## src/rtl/mc_alu_pkg.sv

```systemverilog
// mc_alu_pkg: shared definitions for the multi-cycle ALU.
//   DEFAULT_WIDTH  default operand/result width
//   OP_*           3-bit opcode encodings
//   state_t        controller state type
package mc_alu_pkg;

   localparam int DEFAULT_WIDTH = 8;

   localparam logic [2:0] OP_ADD  = 3'b000;
   localparam logic [2:0] OP_SUB  = 3'b001;
   localparam logic [2:0] OP_MUL  = 3'b010;
   localparam logic [2:0] OP_DIV  = 3'b011;
   localparam logic [2:0] OP_AND  = 3'b100;
   localparam logic [2:0] OP_OR   = 3'b101;
   localparam logic [2:0] OP_XOR  = 3'b110;
   localparam logic [2:0] OP_XNOR = 3'b111;

   typedef enum logic [1:0] {
      S_IDLE = 2'd0,
      S_BUSY = 2'd1,
      S_DONE = 2'd2
   } state_t;

endpackage

```

## src/rtl/mc_alu_muldiv.sv

```systemverilog
// mc_alu_muldiv: iterative unsigned multiplier / restoring divider, one bit
// per cycle on a single shared shift datapath.
//   clk, rst   clock, synchronous active-high reset
//   start      load operands and perform the first iteration
//   op         OP_MUL or OP_DIV (sampled at start only)
//   a, b       operands (MUL: a*b, DIV: a/b)
//   done       one-cycle pulse once lo/hi hold the final value
//   lo, hi     MUL: product low/high, DIV: quotient/remainder
module mc_alu_muldiv
   import mc_alu_pkg::*;
#(
   parameter int WIDTH = DEFAULT_WIDTH
) (
   input  logic             clk,
   input  logic             rst,
   input  logic             start,
   input  logic [2:0]       op,
   input  logic [WIDTH-1:0] a,
   input  logic [WIDTH-1:0] b,
   output logic             done,
   output logic [WIDTH-1:0] lo,
   output logic [WIDTH-1:0] hi
);

   localparam int CW = $clog2(WIDTH);
   // The start edge already performs one iteration, so WIDTH-1 remain.
   localparam logic [CW-1:0] CNT_LOAD = CW'(WIDTH - 2);

   logic [WIDTH-1:0] m_q, hi_q, lo_q;
   logic             is_div_q, busy_q, done_q;
   logic [CW-1:0]    cnt_q;

   logic [WIDTH-1:0] m_src, hi_src, lo_src, addend, hi_nxt, lo_nxt;
   logic             div_src;
   logic [WIDTH:0]   sum, trial;

   // On start the step operates on the fresh operands instead of the registers.
   always_comb begin
      if (start) begin
         div_src = (op == OP_DIV);
         m_src   = div_src ? b : a;
         lo_src  = div_src ? a : b;
         hi_src  = '0;
      end else begin
         div_src = is_div_q;
         m_src   = m_q;
         lo_src  = lo_q;
         hi_src  = hi_q;
      end
      addend = lo_src[0] ? m_src : '0;
      sum    = {1'b0, hi_src} + {1'b0, addend};
      // Remainder < divisor, so the shifted partial remainder fits WIDTH+1
      // bits; bit WIDTH of the difference is set exactly when it underflows.
      trial  = {hi_src, lo_src[WIDTH-1]} - {1'b0, m_src};
      if (div_src) begin
         if (!trial[WIDTH]) begin
            hi_nxt = trial[WIDTH-1:0];
            lo_nxt = {lo_src[WIDTH-2:0], 1'b1};
         end else begin
            hi_nxt = {hi_src[WIDTH-2:0], lo_src[WIDTH-1]};
            lo_nxt = {lo_src[WIDTH-2:0], 1'b0};
         end
      end else begin
         hi_nxt = sum[WIDTH:1];
         lo_nxt = {sum[0], lo_src[WIDTH-1:1]};
      end
   end

   always_ff @(posedge clk) begin
      if (rst) begin
         m_q      <= '0;
         hi_q     <= '0;
         lo_q     <= '0;
         is_div_q <= 1'b0;
         busy_q   <= 1'b0;
         done_q   <= 1'b0;
         cnt_q    <= '0;
      end else begin
         done_q <= 1'b0;
         if (start) begin
            m_q      <= m_src;
            hi_q     <= hi_nxt;
            lo_q     <= lo_nxt;
            is_div_q <= div_src;
            cnt_q    <= CNT_LOAD;
            busy_q   <= 1'b1;
         end else if (busy_q) begin
            hi_q  <= hi_nxt;
            lo_q  <= lo_nxt;
            cnt_q <= cnt_q - 1'b1;
            if (cnt_q == '0) begin
               busy_q <= 1'b0;
               done_q <= 1'b1;
            end
         end
      end
   end

   assign done = done_q;
   assign lo   = lo_q;
   assign hi   = hi_q;

endmodule

```

## src/rtl/mc_alu.sv

```systemverilog
// mc_alu: multi-cycle ALU with valid/ready handshakes on both sides.
//   clk, rst              clock, synchronous active-high reset
//   in_valid / in_ready   request handshake (in_ready only in IDLE)
//   a, b, op              operands and opcode, captured at accept
//   out_valid / out_ready result handshake, outputs held until taken
//   result, result_hi     primary result / product-high or remainder
//   carry, sign, parity, overflow, zero, div_by_zero   registered flags
//
// state | meaning
// ------+--------------------------------------------------------------
// IDLE  | waiting for a request, in_ready=1
// BUSY  | MUL or DIV (b!=0) iterating in mc_alu_muldiv
// DONE  | out_valid=1, outputs held until out_ready
module mc_alu
   import mc_alu_pkg::*;
#(
   parameter int WIDTH = DEFAULT_WIDTH
) (
   input  logic             clk,
   input  logic             rst,
   input  logic             in_valid,
   output logic             in_ready,
   input  logic [WIDTH-1:0] a,
   input  logic [WIDTH-1:0] b,
   input  logic [2:0]       op,
   output logic             out_valid,
   input  logic             out_ready,
   output logic [WIDTH-1:0] result,
   output logic [WIDTH-1:0] result_hi,
   output logic             carry,
   output logic             sign,
   output logic             parity,
   output logic             overflow,
   output logic             zero,
   output logic             div_by_zero
);

   state_t           state_q, state_d;
   logic [2:0]       op_q;
   logic             accept, md_start, md_done;
   logic [WIDTH-1:0] md_lo, md_hi;
   logic             load_sc, load_md;

   logic [WIDTH:0]   sum, diff;
   logic [WIDTH-1:0] sc_res, sc_hi;
   logic             sc_c, sc_v, sc_dz;

   logic [WIDTH-1:0] nxt_res, nxt_hi;
   logic             nxt_c, nxt_v, nxt_dz;

   assign in_ready  = (state_q == S_IDLE);
   assign out_valid = (state_q == S_DONE);
   assign accept    = in_valid & in_ready;
   // Divide by zero bypasses the iterative unit and completes in one cycle.
   assign md_start  = accept & ((op == OP_MUL) | ((op == OP_DIV) & (|b)));

   mc_alu_muldiv #(.WIDTH(WIDTH)) u_muldiv (
      .clk   (clk),
      .rst   (rst),
      .start (md_start),
      .op    (op),
      .a     (a),
      .b     (b),
      .done  (md_done),
      .lo    (md_lo),
      .hi    (md_hi)
   );

   // Single-cycle results, computed straight from the request inputs.
   always_comb begin
      sum    = {1'b0, a} + {1'b0, b};
      diff   = {1'b0, a} - {1'b0, b};
      sc_res = '0;
      sc_hi  = '0;
      sc_c   = 1'b0;
      sc_v   = 1'b0;
      sc_dz  = 1'b0;
      case (op)
         OP_ADD: begin
            sc_res = sum[WIDTH-1:0];
            sc_c   = sum[WIDTH];
            sc_v   = (a[WIDTH-1] == b[WIDTH-1]) && (sum[WIDTH-1] != a[WIDTH-1]);
         end
         OP_SUB: begin
            sc_res = diff[WIDTH-1:0];
            sc_c   = diff[WIDTH];
            sc_v   = (a[WIDTH-1] != b[WIDTH-1]) && (diff[WIDTH-1] != a[WIDTH-1]);
         end
         OP_DIV: begin
            sc_res = '1;
            sc_hi  = a;
            sc_dz  = 1'b1;
         end
         OP_AND:  sc_res = a & b;
         OP_OR:   sc_res = a | b;
         OP_XOR:  sc_res = a ^ b;
         OP_XNOR: sc_res = ~(a ^ b);
         default: sc_res = '0;
      endcase
   end

   always_comb begin
      state_d = state_q;
      load_sc = 1'b0;
      load_md = 1'b0;
      case (state_q)
         S_IDLE: begin
            if (in_valid) begin
               if (md_start) begin
                  state_d = S_BUSY;
               end else begin
                  state_d = S_DONE;
                  load_sc = 1'b1;
               end
            end
         end
         S_BUSY: begin
            if (md_done) begin
               state_d = S_DONE;
               load_md = 1'b1;
            end
         end
         S_DONE: begin
            if (out_ready) state_d = S_IDLE;
         end
         default: state_d = S_IDLE;
      endcase
   end

   always_ff @(posedge clk) begin
      if (rst) state_q <= S_IDLE;
      else     state_q <= state_d;
   end

   always_ff @(posedge clk) begin
      if (rst)         op_q <= OP_ADD;
      else if (accept) op_q <= op;
   end

   always_comb begin
      nxt_res = load_md ? md_lo : sc_res;
      nxt_hi  = load_md ? md_hi : sc_hi;
      nxt_c   = load_md ? ((op_q == OP_MUL) && (|md_hi)) : sc_c;
      nxt_v   = load_md ? ((op_q == OP_MUL) && (|md_hi)) : sc_v;
      nxt_dz  = load_md ? 1'b0 : sc_dz;
   end

   always_ff @(posedge clk) begin
      if (rst) begin
         result      <= '0;
         result_hi   <= '0;
         carry       <= 1'b0;
         sign        <= 1'b0;
         parity      <= 1'b0;
         overflow    <= 1'b0;
         zero        <= 1'b0;
         div_by_zero <= 1'b0;
      end else if (load_sc || load_md) begin
         result      <= nxt_res;
         result_hi   <= nxt_hi;
         carry       <= nxt_c;
         sign        <= nxt_res[WIDTH-1];
         parity      <= ~^nxt_res;
         overflow    <= nxt_v;
         zero        <= ~|nxt_res;
         div_by_zero <= nxt_dz;
      end
   end

endmodule

```

## config.mk

```make
export PLATFORM = sky130hd
export DESIGN_NAME = mc_alu
export DESIGN_NICKNAME = d
export VERILOG_FILES = /design/src/rtl/mc_alu_pkg.sv /design/src/rtl/mc_alu_muldiv.sv /design/src/rtl/mc_alu.sv
export SDC_FILE = /design/constraint.sdc
export NUM_CORES = 1
export LEC_CHECK = 0
export CAP_MARGIN = 20
export CORE_AREA = 2 2 96 98
export CTS_CLUSTER_DIAMETER = 30
export DETAILED_ROUTE_END_ITERATION = 16
export DIE_AREA = 0 0 98 100
export GPL_TIMING_DRIVEN = 1
export PLACE_DENSITY = 0.87
export SKIP_LAST_GASP = 1
export SLEW_MARGIN = 40
export SYNTH_ARGS = -nofsm -noshare
export SYNTH_HDL_FRONTEND = slang
export SYNTH_SLANG_ARGS = --single-unit
```

## constraint.sdc

```tcl
create_clock -name clk -period 5.41 [get_ports clk]
set_input_delay 1.082 -clock clk [delete_from_list [all_inputs] [get_ports clk]]
set_output_delay 1.082 -clock clk [all_outputs]
set_load 0.05 [all_outputs]
```

**After elaboration in Yosys (flattened, before gate mapping)**

Index checks and enable logic that the tools add are counted.

- Bitwise logic cells: 9
- Equal/unequal tests: 17
- Reductions and logical operators: 16
- Add/subtract/negate cells: 5
- Mux-type cells: 41

Operators by type and width:

| operator | number |
|---|---|
| 8-bit 2-to-1 mux | 16 |
| 8-bit case mux with 7 select lines | 1 |
| 8-bit OR reduction | 3 |
| 8-bit by 8-bit adder with 9-bit output | 2 |
| 1-bit 2-to-1 mux | 15 |
| 3-bit equality test (second input constant) | 4 |
| 3-bit by 2-bit equality test with 1-bit output (second input constant) | 3 |
| 8-bit by 8-bit subtractor with 9-bit output | 1 |
| 9-bit by 8-bit subtractor with 9-bit output | 1 |
| 8-bit AND | 1 |
| 2-bit 2-to-1 mux | 4 |
| 8-bit inverter | 1 |
| 8-bit bitwise OR | 1 |
| 8-bit XNOR reduction | 1 |
| 8-bit XOR | 1 |
| 3-bit logical NOT | 2 |
| 3-bit 2-to-1 mux | 2 |
| 2-bit case mux with 3 select lines | 1 |
| 2-bit by 1-bit != test with 1-bit output (second input constant) | 2 |
| 1-bit case mux with 2 select lines | 2 |
| 1-bit AND | 3 |
| 3-bit by 1-bit equality test with 1-bit output (second input constant) | 1 |
| 1-bit logical AND | 3 |
| 1-bit != test | 3 |
| 14 further kinds | 14 |

- Bits in registers: 57
- Input bits: 23
- Word-level logic and storage cells: 106
- Output and inout port bits: 24

**Depth between registers and ports, before layout**

- Depth after elaboration: 10
- Depth in mapped cells: 19
- Mapped depth without buffers: 17

**By module**

A second synthesis with hierarchy kept.

- Cells, all modules: 657
- Area total of the unflattened synthesis: 4,982.3 µm²

Modules (own cells, without submodules):

| module | cells an instance | seq. area each (µm²) | times used | area each (µm²) |
|---|---|---|---|---|
| mc_alu | 329 | 520.5 | 1 | 2,622.5 |
| mc_alu_muldiv | 328 | 600.6 | 1 | 2,359.8 |

**Least setup slack after synthesis**

Ideal clock, no wire load.

- Path kind: input -> register
- Start point: in b[1]
- End point: reg u_muldiv.hi_q[3], in the netlist u_muldiv.hi[3]
- Arrival time: 4,826 ps
- Data required time: 5,278 ps
- Cell stages on the path: 16
- Buffers on the path: 4
- Library setup time: 132 ps
- Slack: 452 ps
- Cell sequence: nor4_2 a311o_1 clkbuf_1 clkbuf_1 clkbuf_1 buf_1 a21oi_1 ha_1 nand3b_1 a21oi_2 a311oi_4 o31ai_4 xor2_2 mux2_2 o211ai_1 a21oi_1

- Cells in the longest elaborated chain, start to end: 10
- Elaborated cells between the ends (all ways): 17
- Classes of those cells: add/sub: 2; mux: 10; bitwise: 3; reduce/logical: 2

Ends and longest elaborated chain:

| item | RTL line | RTL |
|---|---|---|
| start, declared | mc_alu.sv:24 | `input logic [WIDTH-1:0] b,` |
| 8-bit OR reduction | mc_alu.sv:55 | `assign md_start = accept & ((op == OP_MUL) \| ((op == OP_DIV) & (\|b)));` |
| 1-bit AND | mc_alu.sv:55 |  |
| 1-bit bitwise OR | mc_alu.sv:55 |  |
| 1-bit AND | mc_alu.sv:55 |  |
| 8-bit 2-to-1 mux | mc_alu_muldiv.sv:39 | `if (start) begin` |
| 9-bit by 8-bit subtractor with 9-bit output / 8-bit 2-to-1 mux (equally long branches) | mc_alu_muldiv.sv:54, mc_alu_muldiv.sv:50 |  |
| 8-bit 2-to-1 mux / 8-bit by 8-bit adder with 9-bit output (equally long branches) | mc_alu_muldiv.sv:56, mc_alu_muldiv.sv:51 |  |
| 8-bit 2-to-1 mux | mc_alu_muldiv.sv:55 | `if (div_src) begin` |
| 8-bit 2-to-1 mux | mc_alu_muldiv.sv:87 | `end else if (busy_q) begin` |
| 8-bit 2-to-1 mux | mc_alu_muldiv.sv:80 | `if (start) begin` |
| end signal, assigned | mc_alu_muldiv.sv:82 | `hi_q <= hi_nxt;` |
| end signal, assigned | mc_alu_muldiv.sv:88 | `hi_q <= hi_nxt;` |
| end, declared | mc_alu_muldiv.sv:29 | `logic [WIDTH-1:0] m_q, hi_q, lo_q;` |

Several ways; a longest one is shown, not always the timed one. The select of a mux whose other input is x is not followed.
A chain may end at the register's enable or synchronous reset.

**Final worst setup path**

- Start point: in in_valid
- End point: reg u_muldiv.hi_q[6], in the netlist u_muldiv.hi[6]

- Cells in the longest elaborated chain, start to end: 8
- Elaborated cells between the ends (all ways): 14
- Classes of those cells: add/sub: 2; mux: 9; bitwise: 2; reduce/logical: 1

Ends and longest elaborated chain:

| item | RTL line | RTL |
|---|---|---|
| start, declared | mc_alu.sv:21 | `input logic in_valid,` |
| 1-bit AND (*) | mc_alu.sv:53 | `assign accept = in_valid & in_ready;` |
| 1-bit AND (*) | mc_alu.sv:55 |  |
| 8-bit 2-to-1 mux (*) | mc_alu_muldiv.sv:39 |  |
| named net u_muldiv.m_src[0] | mc_alu_muldiv.sv:33 | `logic [WIDTH-1:0] m_src, hi_src, lo_src, addend, hi_nxt, lo_nxt;` |
| 9-bit by 8-bit subtractor with 9-bit output / 8-bit 2-to-1 mux (equally long branches) | mc_alu_muldiv.sv:54, mc_alu_muldiv.sv:50 |  |
| 8-bit 2-to-1 mux / 8-bit by 8-bit adder with 9-bit output (equally long branches) | mc_alu_muldiv.sv:56, mc_alu_muldiv.sv:51 |  |
| 8-bit 2-to-1 mux (*) | mc_alu_muldiv.sv:55 |  |
| 8-bit 2-to-1 mux | mc_alu_muldiv.sv:87 |  |
| 8-bit 2-to-1 mux (*) | mc_alu_muldiv.sv:80 |  |

The timed path passes the listed nets; every way through them passes the cells marked *. The select of a mux whose other input is x is not followed.

==> results by group <==
Place
  – Placer congestion estimate: 0.960
  – DP HPWL: 11.3 mm
  – Placed Instances: 804
  – DP Area: 5580 µm²
  – # port buffers: 46

Clocking
  – CTS Buffer Depth: 2
  – Htree depth: 2
  – Cts hold-fix bufs: 0
  – Worst-Skew Late Latency: 340 ps
  – Worst-path clk slew: 120 ps
  – CTS Buf Count: 5
  – Setup bufs post-CTS: 0
  – CTS resizes: 0
  – Clock sink count: 56
  – Clk root buf: clkbuf_8
  – CTS tree: yes

Floorplan
  – Die W: 98 µm
  – Core region area: 8890 µm²
  – Placement row count: 35
  – Starting Density: 56.5%
  – Die Height: 100 µm
  – IO Pins: 47
  – Die ar.: 9800 µm²

Timing
  – Final Skew: 11.7 ps
  – TNS Setup: 0 ps
  – RSZ-0062 raised after global routing: no
  – Fin crit share: 91.0%
  – Worst-Margin Slew: 741 ps
  – Final Slew Violations: 0
  – Minimum clock period: 4920 ps
  – Hold_ws: 482 ps
  – Relative slew slack: 50.5%
  – FMAX: 203 MHz
  – Final Setup Violations: 0
  – Hold Violations, Final: 0

Worst setup path
  – R2R setup slack: 1320 ps
  – Worst reg-to-reg path cell count: 16
  – R2r endpoint: u_muldiv.hi[6]
  – Critical path arrival: 5180 ps
  – Worst r2r src: state_q[1]
  – Worst setup EP type: register
  – Critical Path Source Type: primary input
  – Critical Path Fanout Max: 10
  – Crit-path cells: clkdlybuf4s50_1 -> or3b_1 -> a311o_1 -> a21oi_1 -> inv_1 -> ha_1 -> inv_1 -> ha_1 -> o221ai_1 -> a21oi_2 -> a311oi_4 -> o31ai_4 -> xor2_2 -> buf_4 -> mux2i_1 -> a211oi_1 -> nor3_1
  – Crit Path Category: primary input to register
  – Worst path slowest cell: clkdlybuf4s50_1
  – CP Data Required Time: 5670 ps
  – Max incr delay on CP: 460 ps

Synthesis
  – Synth area leader: dfxtp_1
  – Top-area cell type share of the netlist area: 22.3%
  – Syn Area/Cell: 7.45 µm²
  – Synth Cell Area: 5020 µm²
  – Top FF cell, synth: dfxtp_1
  – Asr flop ratio synth: 0%
  – Most numerous cell in the Yosys netlist: nor2_1
  – Synth top area cells: dfxtp_1 (22%), ha_1 (11%), nor2_1 (6.8%)
  – Synthesized Nets: 744
  – Synth cell count leaders: nor2_1 (91), a21oi_1 (59), nand2_1 (57)
  – Synth Warn #: 0
  – Synth unique cells: 69
  – Cells after synthesis: 674
  – Flops & latches, synth: 56
  – EDFF count, synth: 0
  – Seq/Total Area, Yosys: 22.3%

Drt
  – Iter 0 DRT Violations: 566
  – DR pass1 iterations: 5
  – Vias: 5256
  – Detailed Route WL: 14.9 mm
  – DRC: 0
  – Avg WL per Cell: 18.3 µm
  – Post-detailed-route count of antenna-violating nets: 0
  – Vias per cell: 6.47

Layout
  – Layout cells sized above 1: 7.13%
  – Non-filler instance count after layout: 812
  – NumNets Final: 770
  – Core Util, Final: 63.9%
  – Final instance area: 5680 µm²
  – Ant. Diodes: 0
  – Area delta synth->final: 13.2%

Global route
  – Grt met1 use: 37.4%
  – GR peak layer: met2
  – Met2 Resource Use GR: 51.2%
  – Initial antenna violation count: 0
  – First-pass GRT wire length: 24.6 mm
  – All-Layer GR Usage: 30.5%
  – Met3 global-route usage: 4.87%
  – Vias in the first global route: 5003
  – GR Overflow Total: 0
  – Largest net degree at the start of global routing: 58

Pwr
  – Power Dens Cells: 225 nW/µm²
  – VDD IR max: 0.108 mV
  – Leakage: 2.33 nW

Job
  – MaxCap Viol Count: 0

Hold path
  – Hold Startpoint: parity
  – Hold path endpoint: parity
  – Worst Hold Class: register to register
  – WHS Path Cells: 2

Outcome
  – Status: complete, no violations
## worst max path at each step
| stage | to | start | cells past startpoint | slack (ps) |
|---|---|---|---|---|
| after floorplan | u_muldiv.hi[3] | b[1] | 16 | 450 |
| after global placement | u_muldiv.hi[4] | in_valid | 18 | 320 |
| after detailed placement | u_muldiv.hi[1] | in_valid | 17 | 210 |
| after CTS | u_muldiv.hi[6] | in_valid | 17 | 520 |
| after global routing | u_muldiv.hi[6] | in_valid | 17 | 240 |
| final | u_muldiv.hi[6] | in_valid | 17 | 490 |
## cells in the final DEF (no fill, tap or decap), types with 3 or more instances in the layout
cell	synthesis	routed
nand3b_1	6	6
mux2i_1	19	19
a21oi_1	59	59
a221oi_1	8	8
nor2_1	91	90
nor3_1	30	30
a31oi_1	7	7
o211ai_1	6	6
a311oi_1	5	5
ha_1	45	45
nor4_1	3	3
nand2b_1	4	4
buf_4	1	23
and3_1	4	4
a211oi_1	27	27
xnor2_1	20	20
mux2_2	5	5
dfxtp_1	56	56
o22ai_1	10	10
o21bai_1	6	6
nor3b_1	3	3
nor2b_1	8	8
o21ai_0	30	30
o31ai_1	3	3
clkbuf_8	0	5
nand4_1	3	3
nand3_1	13	13
and2_1	9	9
xor2_1	10	10
nand2_1	57	57
inv_1	30	30
a21o_1	5	5
clkdlybuf4s50_1	0	45
a41oi_1	3	3
## state kept, by name, summed over array words and instances, names as in the netlist
register           count
result                 8
op_q                   3
u_muldiv.m_q           8
u_muldiv.cnt_q         3
overflow               1
div_by_zero            1
u_muldiv.lo            8
result_hi              8
u_muldiv.done          1
zero                   1
state_q                2
u_muldiv.hi            8
u_muldiv.busy_q        1
u_muldiv.is_div_q      1
carry                  1
parity                 1
## layout make-up
class	instances	area (µm²)
multi-input combinational	538	3590
fill	768	3210
sequential	56	1120
timing repair buffer	68	623
tap	111	139
inverter	31	116
clock buffer	5	68.8
clock inverter	3	27.5
## stage by stage
stage | worst slack, ps | power, mW
floorplan | 452 | 0.873
global placement | 324 | 1.00
detailed placement | 205 | 1.02
CTS | 521 | 1.27
global route | 242 | 1.35
finish | 489 | 1.28
## where the power goes
part	internal (mW)	switching, mW	total, mW	leakage [nW]
Clock	0.0956	0.161	0.256	0.0463
Combinational	0.226	0.328	0.553	1.82
Sequential	0.440	0.0313	0.471	0.457
## layer usage
| layer | wire (µm) | share of wire, % |
|---|---|---|
| met4 | 707 | 4.7 |
| met2 | 7120 | 48 |
| met1 | 5940 | 40 |
| met3 | 1130 | 7.6 |
| met5 | 0 | 0 |
## critical path: cells and delay by family
kind	cells	cell delay [ps]
mux	1	200
buf+inv	4	840
fa+ha+maj	2	500
compound gates	7	1660
xor+xnor	1	240
simple gates	2	650
## cell families (layout without fill, tap and decap cells)
kind of cell / count (synthesis) / count (layout) / share of synthesized area, %
buffers and inverters: 80 / 107 / 6.30
XOR/XNOR: 31 / 31 / 5.56
adder cells (fa/ha/maj): 48 / 48 / 12.2
multiplexers: 24 / 24 / 4.91
AND/OR/NAND/NOR: 240 / 240 / 22.2
flip-flops: 56 / 56 / 22.3
AO/OA/AOI/OAI: 195 / 195 / 26.5
No activity file was read; power rests on OpenSTA's default activity.
